[src/rtl/wb_arb_stage.sv]
// wb_arb_stage: merges in-order pipeline results and FIFO-buffered late results into one registered RF write port
module wb_arb_stage #(
  parameter int DATA_W        = 32,
  parameter int REG_AW        = 4,
  parameter int DEPTH         = 4,
  parameter int STARVE_LIMIT  = 8,
  parameter int ZERO_REG_DISC = 1
) (
  input  logic                         clk_i,
  input  logic                         reset_i,
  input  logic                         enable_i,
  input  logic                         a_reg_write_en_i,
  input  logic                         a_mem_to_reg_i,
  input  logic [DATA_W-1:0]            a_alu_result_i,
  input  logic [DATA_W-1:0]            a_mem_rdata_i,
  input  logic [1:0]                   a_load_size_i,
  input  logic                         a_load_signed_i,
  input  logic [REG_AW-1:0]            a_rd_i,
  input  logic                         b_valid_i,
  output logic                         b_ready_o,
  input  logic [REG_AW-1:0]            b_rd_i,
  input  logic [DATA_W-1:0]            b_data_i,
  output logic                         rf_we_o,
  output logic [REG_AW-1:0]            rf_waddr_o,
  output logic [DATA_W-1:0]            rf_wdata_o,
  output logic [$clog2(DEPTH+1)-1:0]   fifo_count_o,
  output logic [2**REG_AW-1:0]         pending_mask_o,
  output logic                         stall_req_o
);
  localparam int CW = $clog2(DEPTH+1);
  localparam int PW = $clog2(DEPTH);
  localparam int SW = $clog2(STARVE_LIMIT+1);
  logic [REG_AW-1:0] rd_q [DEPTH];
  logic [DATA_W-1:0] data_q [DEPTH];
  logic [PW-1:0] head_q, head_d, tail_q, tail_d;
  logic [CW-1:0] count_q, count_d;
  logic [SW-1:0] starve_q, starve_d;
  logic stall_q, stall_d;
  logic rf_we_q, rf_we_d;
  logic [REG_AW-1:0] rf_waddr_q, rf_waddr_d;
  logic [DATA_W-1:0] rf_wdata_q, rf_wdata_d;
  logic [7:0] ld_byte;
  logic [15:0] ld_half;
  logic [DATA_W-1:0] a_data;
  logic a_win, empty, pop, push, store;
  assign a_win   = a_reg_write_en_i && !(ZERO_REG_DISC != 0 && a_rd_i == '0);
  assign empty   = count_q == '0;
  assign pop     = enable_i && !a_win && !empty;
  assign b_ready_o = enable_i && count_q != CW'(DEPTH);
  assign push    = b_valid_i && b_ready_o;
  assign store   = push && !(ZERO_REG_DISC != 0 && b_rd_i == '0);
  // Little-endian sub-word extraction; half-word offset ignores address bit 0
  assign ld_byte = a_mem_rdata_i[8*a_alu_result_i[1:0] +: 8];
  assign ld_half = a_mem_rdata_i[16*a_alu_result_i[1] +: 16];
  assign a_data  = !a_mem_to_reg_i ? a_alu_result_i :
                   a_load_size_i == 2'b00 ? {{(DATA_W-8){a_load_signed_i & ld_byte[7]}}, ld_byte} :
                   a_load_size_i == 2'b01 ? {{(DATA_W-16){a_load_signed_i & ld_half[15]}}, ld_half} :
                   a_mem_rdata_i;
  // Next-state: FIFO pointers, starvation tracking and the write-port selection (A first, then FIFO head)
  always_comb begin
    head_d     = pop ? (head_q == PW'(DEPTH-1) ? '0 : head_q + PW'(1)) : head_q;
    tail_d     = store ? (tail_q == PW'(DEPTH-1) ? '0 : tail_q + PW'(1)) : tail_q;
    count_d    = count_q + CW'(store) - CW'(pop);
    starve_d   = !enable_i ? starve_q : (pop || empty) ? '0 :
                 (a_win && starve_q < SW'(STARVE_LIMIT)) ? starve_q + SW'(1) : starve_q;
    stall_d    = enable_i ? starve_d >= SW'(STARVE_LIMIT) : stall_q;
    rf_we_d    = enable_i && (a_win || pop);
    rf_waddr_d = (enable_i && a_win) ? a_rd_i : pop ? rd_q[head_q] : rf_waddr_q;
    rf_wdata_d = (enable_i && a_win) ? a_data : pop ? data_q[head_q] : rf_wdata_q;
  end
  // Control state; reset empties the FIFO instantly by clearing pointers and count
  always_ff @(posedge clk_i or posedge reset_i)
    if (reset_i) begin
      head_q     <= '0;
      tail_q     <= '0;
      count_q    <= '0;
      starve_q   <= '0;
      stall_q    <= 1'b0;
      rf_we_q    <= 1'b0;
      rf_waddr_q <= '0;
      rf_wdata_q <= '0;
    end else begin
      head_q     <= head_d;
      tail_q     <= tail_d;
      count_q    <= count_d;
      starve_q   <= starve_d;
      stall_q    <= stall_d;
      rf_we_q    <= rf_we_d;
      rf_waddr_q <= rf_waddr_d;
      rf_wdata_q <= rf_wdata_d;
    end
  // FIFO payload storage needs no reset; validity comes from head/count
  always_ff @(posedge clk_i)
    if (store) begin
      rd_q[tail_q]   <= b_rd_i;
      data_q[tail_q] <= b_data_i;
    end
  // Pending mask: OR of destinations of all slots lying within [head, head+count)
  always_comb begin
    pending_mask_o = '0;
    for (int i = 0; i < DEPTH; i++)
      if (((i >= int'(head_q)) ? i - int'(head_q) : i + DEPTH - int'(head_q)) < int'(count_q))
        pending_mask_o[rd_q[i]] = 1'b1;
  end
  assign rf_we_o      = rf_we_q;
  assign rf_waddr_o   = rf_waddr_q;
  assign rf_wdata_o   = rf_wdata_q;
  assign fifo_count_o = count_q;
  assign stall_req_o  = stall_q;
endmodule

[config.mk]
export PLATFORM = sky130hd
export DESIGN_NAME = wb_arb_stage
export DESIGN_NICKNAME = d
export VERILOG_FILES = /design/src/rtl/wb_arb_stage.sv
export SDC_FILE = /design/constraint.sdc
export NUM_CORES = 1
export LEC_CHECK = 0
export ABC_AREA = 1
export BUFFER_PORTS_ARGS = -buffer_cell sky130_fd_sc_hd__buf_2
export CORE_MARGIN = 10
export CORE_UTILIZATION = 55
export CTS_CLUSTER_DIAMETER = 120
export DETAILED_ROUTE_END_ITERATION = 12
export PLACE_DENSITY = 0.78
export SYNTH_ARGS = -nofsm -noshare
export SYNTH_HDL_FRONTEND = slang
export SYNTH_SLANG_ARGS = --single-unit
[constraint.sdc]
create_clock -name clk_i -period 9.2 [get_ports clk_i]
set_input_delay 0 -clock clk_i [delete_from_list [all_inputs] [get_ports clk_i]]
set_output_delay 0 -clock clk_i [all_outputs]
set_load 0.05 [all_outputs]
Word-level counts from Yosys, hierarchy flattened
Memories as Yosys holds them, arrays and structs flattened.
Cells that the tools add are included.
{"block": "word_totals", "reg_bits": 49, "ramBits": 144, "in_bits": 113, "mem_count": 2}
{"block": "classes", "n_addsub": 12, "n_lt_le_gt_ge": 17, "n_eq_ne": 4, "shifts": 2, "mux": 29, "n_bitwise": 5, "reduce_logical": 24}
{"memory": "data_q", "depth": 4, "word_bits": 32, "rd": 1, "rd_clocked_by_memory_dff": 0, "wr": 1, "line": "34", "rtl": "logic [DATA_W-1:0] data_q [DEPTH];"}
{"memory": "rd_q", "depth": 4, "word_bits": 4, "rd": 5, "rd_clocked_by_memory_dff": 0, "wr": 1, "line": "33", "rtl": "logic [REG_AW-1:0] rd_q [DEPTH];"}
{"cell": "$mux 32", "count": 8}
{"cell": "$lt 32x4->1", "count": 3}
{"cell": "$mux 16", "count": 4}
{"cell": "$or 16x16->16", "count": 3}
{"cell": "$shiftx 32x6->16", "count": 1}
{"cell": "$shiftx 32x6->8", "count": 1}
{"cell": "$lt 4x5->1 const B", "count": 4}
{"cell": "$mux 4", "count": 5}
{"cell": "$demux 1 s4", "count": 4}
{"cell": "$ge 4x1->1 const B", "count": 4}
{"cell": "$logic_and 1x1->1", "count": 13}
{"cell": "$sub 3x2->4 const A", "count": 3}
{"cell": "$logic_not 4->1", "count": 2}
{"cell": "$mux 1", "count": 6}
{"cell": "$sub 1x2->3 const A", "count": 2}
{"cell": "$sub 2x2->3 const A", "count": 2}
{"cell": "$add 2x1->2 const B", "count": 2}
{"cell": "$add 4x1->4 const B", "count": 1}
{"cell": "$eq 2x2->1 const B", "count": 2}
{"cell": "$ge 1x2->1 const A", "count": 2}
{"cell": "$ge 4x4->1 const B", "count": 1}
{"cell": "$logic_not 1->1", "count": 4}
{"cell": "$lt 3x4->1", "count": 1}
{"cell": "$lt 4x4->1 const B", "count": 1}
{"cell": "other kinds (11)", "count": 14}

Depth between registers and ports, before layout
Gate-level depths: netlist (run 1).
{"block": "depth", "ltp_word": 11, "depth_mapped": 12, "mapped_depth_nobuf": 11}

Worst setup path before layout (run 1)
No wires, ideal clock.
{"block": "synth_timing", "path_type": "reg2reg", "startpoint": "reg count_q[1], in the netlist fifo_count_o[1]", "endpoint": "mem data_q[0][0] (enable)", "arrival_ns": 2.868, "required_ns": 8.771, "setup_slack_ns": 5.903, "stages_incl_launch_ff": 7, "path_buffers": 0, "cell_sequence": "dfrtp_1 > inv_2 > nand2_1 > o21ai_0 > nor2_1 > inv_1 > nor2_1"}
{"block": "synth_between", "elab_chain_cells": 6}
{"element": "start: declaration", "line": "36", "rtl": "logic [CW-1:0] count_q, count_d;"}
{"element": "start signal: assignment", "line": "85", "rtl": "count_q <= count_d;"}
{"element": "$ne 3x3->1", "line": "49", "rtl": "assign b_ready_o = enable_i && count_q != CW'(DEPTH);"}
{"element": "$logic_and 1x1->1", "line": "49"}
{"element": "$logic_and 1x1->1", "line": "50", "rtl": "assign push = b_valid_i && b_ready_o;"}
{"element": "$logic_and 1x1->1", "line": "51", "rtl": "assign store = push && !(ZERO_REG_DISC != 0 && b_rd_i == '0);"}
{"element": "$mux 1", "line": "94", "rtl": "if (store) begin"}
{"element": "$mux 1 (not written as such)", "line": "96", "rtl": "data_q[tail_q] <= b_data_i;"}
{"element": "end: declaration", "line": "34"}
No other way between the ends.

Worst setup path after layout (run 1)
{"block": "layout_timing", "startpoint": "reg head_q[1]", "endpoint": "out pending_mask_o[11]"}
{"block": "layout_between", "elab_chain_cells": 10, "word_cells_on_any_way": 24, "cone_classes": "7 x add/sub; 7 x order compare; 7 x mux; 3 x bitwise"}
{"element": "start: declaration", "line": "35", "rtl": "logic [PW-1:0] head_q, head_d, tail_q, tail_d;"}
{"element": "start signal: assignment", "line": "74", "rtl": "head_q <= '0;"}
{"element": "start signal: assignment", "line": "83", "rtl": "head_q <= head_d;"}
{"element": "$sub 3x2->4, or another cell as far along", "line": "102", "rtl": "if (((i >= int'(head_q)) ? i - int'(head_q) : i + DEPTH - int'(head_q)) < int'(count_q))"}
{"element": "$mux 32", "line": "102"}
{"element": "$lt 32x4->1", "line": "102"}
{"element": "$mux 16", "line": "102"}
{"element": "$or 16x16->16 (no source line)"}
{"element": "$mux 16", "line": "102"}
{"element": "$or 16x16->16 (no source line)"}
{"element": "$mux 16", "line": "102"}
{"element": "$or 16x16->16 (no source line)"}
{"element": "$mux 16 (*)", "line": "102"}
{"element": "end: declaration", "line": "27", "rtl": "output logic [2**REG_AW-1:0] pending_mask_o,"}
Mark *: on every way between the ends. The rest lies on a longest branch, timed or not.

==> impl_metrics.toml, run 1 <==
[timing]
setup_viol_count_final = 0
min_period_ps = 3310
skew_ps = 14.5
fin_crit_sh_pct = 36.0
hold_viol_final = 0
rsz0062_at_grt = "false"
setup_tns_ps = 0
worst_slew_pin_slew_ps = 1130
slew_violations = 0
max-slew-margin-rel_pct = 24.3
clock.fmax_mhz = 302
whs_ps = 14.4

[pwr]
ir_worst_vdd_uv = 280
pwr-share-comb_pct = 43.4
seqPwrFrac_pct = 35.5
switching_share_pct = 45.0
p_leak_nw = 5.34
totalPowerFinal_mw = 3.32
internal_power_mw = 1.83
p_clk_share_pct = 21.1
powerDensity_nw_per_um2 = 271
p_sw_mw = 1.49

[floorplanning]
ios = 171
num_rows = 49
core_um2 = 17900
die_x_um = 155
initial_core_util_pct = 55.7
die_h_um = 155
dieArea_um2 = 23900

[final_layout]
layout_common_cells = "244 x nand2_1, 214 x nor2_1, 170 x buf_2, 144 x edfxtp_1, 87 x o21ai_0"
nets = 1489
layout-drive-gt1-share_pct = 17.5
final_common_cell = "nand2_1"
syn_to_final_growth_pct = 22.8

[global_route]
grt_pass1_wl_um = 44600
first_global_vias = 8467
antenna_found_initial = 2
grt_max_degree = 77
grt.overflow.total = 0
grt_usage_pct = 23.1

[worst_setup_path]
worstPathArrival_ps = 3310
required_ps = 9200
timing.rr.start = "fifo_count_o[1]"
r2r_cells = 11
critPathCapture = "pending_mask_o[11]"
r2r_slack_ps = 6320
cp_max_fo = 68
critPathKind = "flip-flop to output pin"
cp-end-kind = "output pin"
crit_start = "head_q[1]"
r2r-end = "fifo_count_o[2]"
cp-start-kind = "flip-flop"

[worst_hold_path]
hold_class = "primary input to flip-flop"

[placed_design]
gp_congestion = 0.927
portBuffers = 170
hpwl_um = 19100

[status]
status = "complete, no violations"

[logic_synthesis]
syn_inst = 1139
yosysTopAreaCell = "edfxtp_1"
yosysSeqAreaShare_pct = 55.6
avgSynthCellArea_um2 = 8.76
synth.ff_latch_count = 193
yosys_warnings = 0
ys_types = 34
syn_nets = 1271
syn_area_um2 = 9970
synth_top_area_share_pct = 43.4
synth_area_leaders = "edfxtp_1 43%, dfrtp_1 12%, nand2_1 9.2%, nor2_1 8.2%, o21ai_0 4.4%"

[clock_network]
clock_sinks = 193
cts_max_level = 4
clk_latency_ps = 440
cts_resized = 0
root_buffer = "clkbuf_16"
cts_setup_buffers = 0
cts.path.max_buffers = 2
cts_buffers = 17
clk_pin_slew_ps = 80
tritoncts = "yes"

[routing]
route.detailed.drc = 0
first_pass_iters = 6
wire_per_inst_um = 17.5
avgViaCountPerCell = 5.54
first_iter_violations = 937
totalWireLength_um = 28100
vias = 8865
antenna_left = 0

[flow_run]
cap_violations = 0
==> how the worst min path moves through the flow <==
stage	end	from	cells after the start
after global placement	data_q[3][18]	b_data_i[18]	1
after global routing	rf_wdata_o[0]	a_mem_rdata_i[16]	5
after CTS	rf_wdata_o[0]	a_mem_rdata_i[16]	5
after floorplan	stall_req_o	enable_i	1
final	rf_wdata_o[15]	a_alu_result_i[15]	5
after detailed placement	data_q[3][22]	b_data_i[22]	1
==> cell usage after synthesis, drive strengths merged <==
library cell	n
fa	1
a22oi	1
nor3	1
o21ai	92
ha	18
xnor2	2
clkinv	1
nand2	246
clkbuf	14
a21oi	76
nand4	17
nand3	87
dfrtp	49
inv	91
nor2	224
o211ai	32
edfxtp	144
xor2	1
buf	42
==> cells by family after synthesis <==
logic type | synth area share [%]
AO/OA/AOI/OAI | 11.2
XOR/XNOR | 0.263
adder cells (fa/ha/maj) | 2.46
buffers and inverters | 6.52
flip-flops | 55.6
AND/OR/NAND/NOR | 23.9
==> stage by stage <==
step           util (%)  worst slack (ps)  cell area [µm²]  std cells
6_report           68.4              5890            12200       1600
5_1_grt            68.4              5600            12200       1600
4_1_cts            68.4              5880            12200       1599
3_5_place_dp       60.8              6340            10900       1489
3_3_place_gp       60.8              6400            10900       1489
2_1_floorplan         -              5900             9970       1139
==> registers in the layout, summed over array words and instances, names as in the netlist, named ones only <==
register / cells
fifo_count_o: 3
starve_q: 3
head_q: 2
data_q: 128
rd_q: 16
rf_wdata_o: 32
rf_waddr_o: 4
tail_q: 2
rf_we_o: 1
stall_req_o: 1
==> layout make-up <==
type	instances	area, µm²
Inverter	92	347
Clock inverter	15	148
Tap cell	229	287
Fill cell	1417	5650
Multi-Input combinational cell	798	3800
Antenna cell	1	2.50
Sequential cell	193	5550
Clock buffer	17	425
Timing Repair Buffer	255	1680
==> routing by layer <==
layer | GRT usage [%] | share of wire, % | vias up
met5 | 0 | 0.043 | -
met4 | 7.69 | 2.6 | 2
met3 | 5.60 | 9.6 | 64
met2 | 35.6 | 46 | 421
met1 | 31.3 | 42 | 4129
li1 | - | - | 4249
==> power groups by stage <==
stage	clock network (mW)	registers, mW	logic, mW
global placement	0	1.19	1.37
finish	0.700	1.18	1.44
floorplan	0	1.46	0.763
CTS	0.709	1.17	1.44
global route	0.745	1.19	1.58
detailed placement	0	1.19	1.40
==> worst max-delay path: stages (launching register included) <==
cell,delay [ps]
dfrtp_2,340
buf_4,540
inv_1,380
ha_1,280
nand2_1,140
inv_1,60
ha_1,210
o21ai_4,400
nand2_1,100
nand4_1,100
buf_2,280
==> repair_timing <==
item                       CTS  global route
hold buffers                78             0
setup endpoints to repair    0             0
hold endpoints to repair   230             0
Power figures use the tool's default switching activity.
==> run 2: changes to the inputs <==
- clock period: 9.2 -> 3.1 ns (I/O delays scaled with it)
==> impl_metrics.toml, run 2 (synthesized netlist as in run 1, its figures left out) <==
[worst_setup_path]
required_ps = 3100
r2r-end = "fifo_count_o[2]"
cp-end-kind = "output pin"
r2r_cells = 9
worstPathArrival_ps = 2890
timing.rr.start = "fifo_count_o[2]"
cp-start-kind = "flip-flop"
cp_max_fo = 16
critPathKind = "flip-flop to output pin"
r2r_slack_ps = 450

[routing]
antenna_left = 0
totalWireLength_um = 28200
vias = 8799
route.detailed.drc = 0
wire_per_inst_um = 17.6
avgViaCountPerCell = 5.51
first_pass_iters = 7
first_iter_violations = 960

[pwr]
ir_worst_vdd_uv = 565
p_leak_nw = 5.34
totalPowerFinal_mw = 9.91
powerDensity_nw_per_um2 = 809

[final_layout]
layout-drive-gt1-share_pct = 17.8
diodes = 0
syn_to_final_growth_pct = 22.7
n_fill_cell = 1390
final_common_cell = "nand2_1"
largest_reg_flops = 128
final_util_pct = 68.4
nets = 1486
regMostFlops = "data_q"
layout_common_cells = "244 x nand2_1, 214 x nor2_1, 170 x buf_2, 144 x edfxtp_1, 87 x o21ai_0"

[clock_network]
cts_resized = 0
cts_buffers = 17
cts_max_level = 4
tritoncts = "yes"
clock_sinks = 193
cts_setup_buffers = 0
clk_pin_slew_ps = 70
root_buffer = "clkbuf_16"
cts.path.max_buffers = 2
clk_latency_ps = 430

[floorplanning]
core_um2 = 17900
initial_core_util_pct = 55.7
die_h_um = 155
dieArea_um2 = 23900
die_x_um = 155
num_rows = 49
ios = 171

[status]
status = "complete, no violations"

[global_route]
grt.overflow.total = 0
first_global_vias = 8294
grt_usage_pct = 22.8
antenna_found_initial = 0
grt_pass1_wl_um = 44100
grt_max_degree = 74

[timing]
skew_ps = 15.4
max-slew-margin-rel_pct = 28.4
rsz0062_at_grt = "false"
clock.fmax_mhz = 347
setup_viol_count_final = 0
fin_crit_sh_pct = 93.1
worst_slew_pin_slew_ps = 1070
hold_viol_final = 0
slew_violations = 0
min_period_ps = 2890

[worst_hold_path]
hold_class = "primary input to flip-flop"
worstHoldStart = "a_mem_rdata_i[4]"
whs_path_depth = 5
min_to = "rf_wdata_o[4]"

[flow_run]
cap_violations = 0

[placed_design]
gp_congestion = 0.938
hpwl_um = 19300
portBuffers = 170
[run 2: changes by cell type in the layout (fill, tap and decap cells not counted), sizes merged]
cell,change
dlygate4sd3,-6
buf,+3
clkinv,-1
inv,+1
diode,-1
[run 2: worst max-delay path by stage]
stage                    startpoint            endpoint  slack (ps)  depth (start not counted)
finish                    head_q[0]   pending_mask_o[8]         210                          9
CTS                       head_q[0]   pending_mask_o[8]         260                          9
global placement    fifo_count_o[2]     fifo_count_o[2]         650                          9
floorplan           fifo_count_o[1]        data_q[0][0]        -200                          6
detailed placement  fifo_count_o[2]     fifo_count_o[2]         520                          9
global route              head_q[0]  pending_mask_o[15]          70                          9
[run 2: metrics by stage]
| step | cell area (µm²) | hold slack, ps | setup slack [ps] | cells | TNS, ps |
|---|---|---|---|---|---|
| global route | 12200 | 32.5 | 67.4 | 1596 | 0 |
| floorplan | 9970 | 88.8 | -197 | 1139 | -28390 |
| finish | 12200 | 21.7 | 214 | 1596 | 0 |
| global placement | 10900 | 215 | 645 | 1492 | 0 |
| CTS | 12200 | 1.33 | 264 | 1596 | 0 |
| detailed placement | 10900 | 216 | 519 | 1492 | 0 |
[run 2: report_power, final]
part | total [mW] | switching, mW | internal (mW)
logic | 4.23 | 3.15 | 1.08
registers | 3.54 | 0.290 | 3.25
clock network | 2.14 | 1.05 | 1.09
total | 9.91 | 4.49 | 5.42
[run 2: timing repair]
action / in CTS / in global routing
hold buffers: 72 / 0
hold endpoints to repair: 227 / 0
endpoints found under the setup margin: 0 / 0
[run 2: critical path, cell delays in order (launching register included)]
cell and delay (ps):
dfrtp_2 510, inv_2 80, ha_1 340, ha_1 280, a21oi_1 150, nor2_1 70, o21ai_2 530, nand2_1 110
nand4_1 130, buf_2 280
[run 2: layout make-up]
| type | instances | area [µm²] | area share, % |
|---|---|---|---|
| Clock buffer | 17 | 425 | 3.48 |
| Clock inverter | 15 | 168 | 1.37 |
| Inverter | 92 | 347 | 2.83 |
| Multi-Input combinational cell | 798 | 3800 | 31.1 |
| Sequential cell | 193 | 5550 | 45.4 |
| Tap cell | 229 | 287 | 2.34 |
| Timing Repair Buffer | 252 | 1660 | 13.6 |
[run 2: per-layer routing]
metal | wire (µm) | part of all wire [%] | up-vias | track usage (%)
met2 | 13100 | 47 | 424 | 35.9
met1 | 12100 | 43 | 4090 | 30.9
met5 | 0 | 0 | - | 0
met3 | 2370 | 8.4 | 45 | 4.88
met4 | 557 | 2.0 | 0 | 6.70
li1 | - | - | 4240 | -
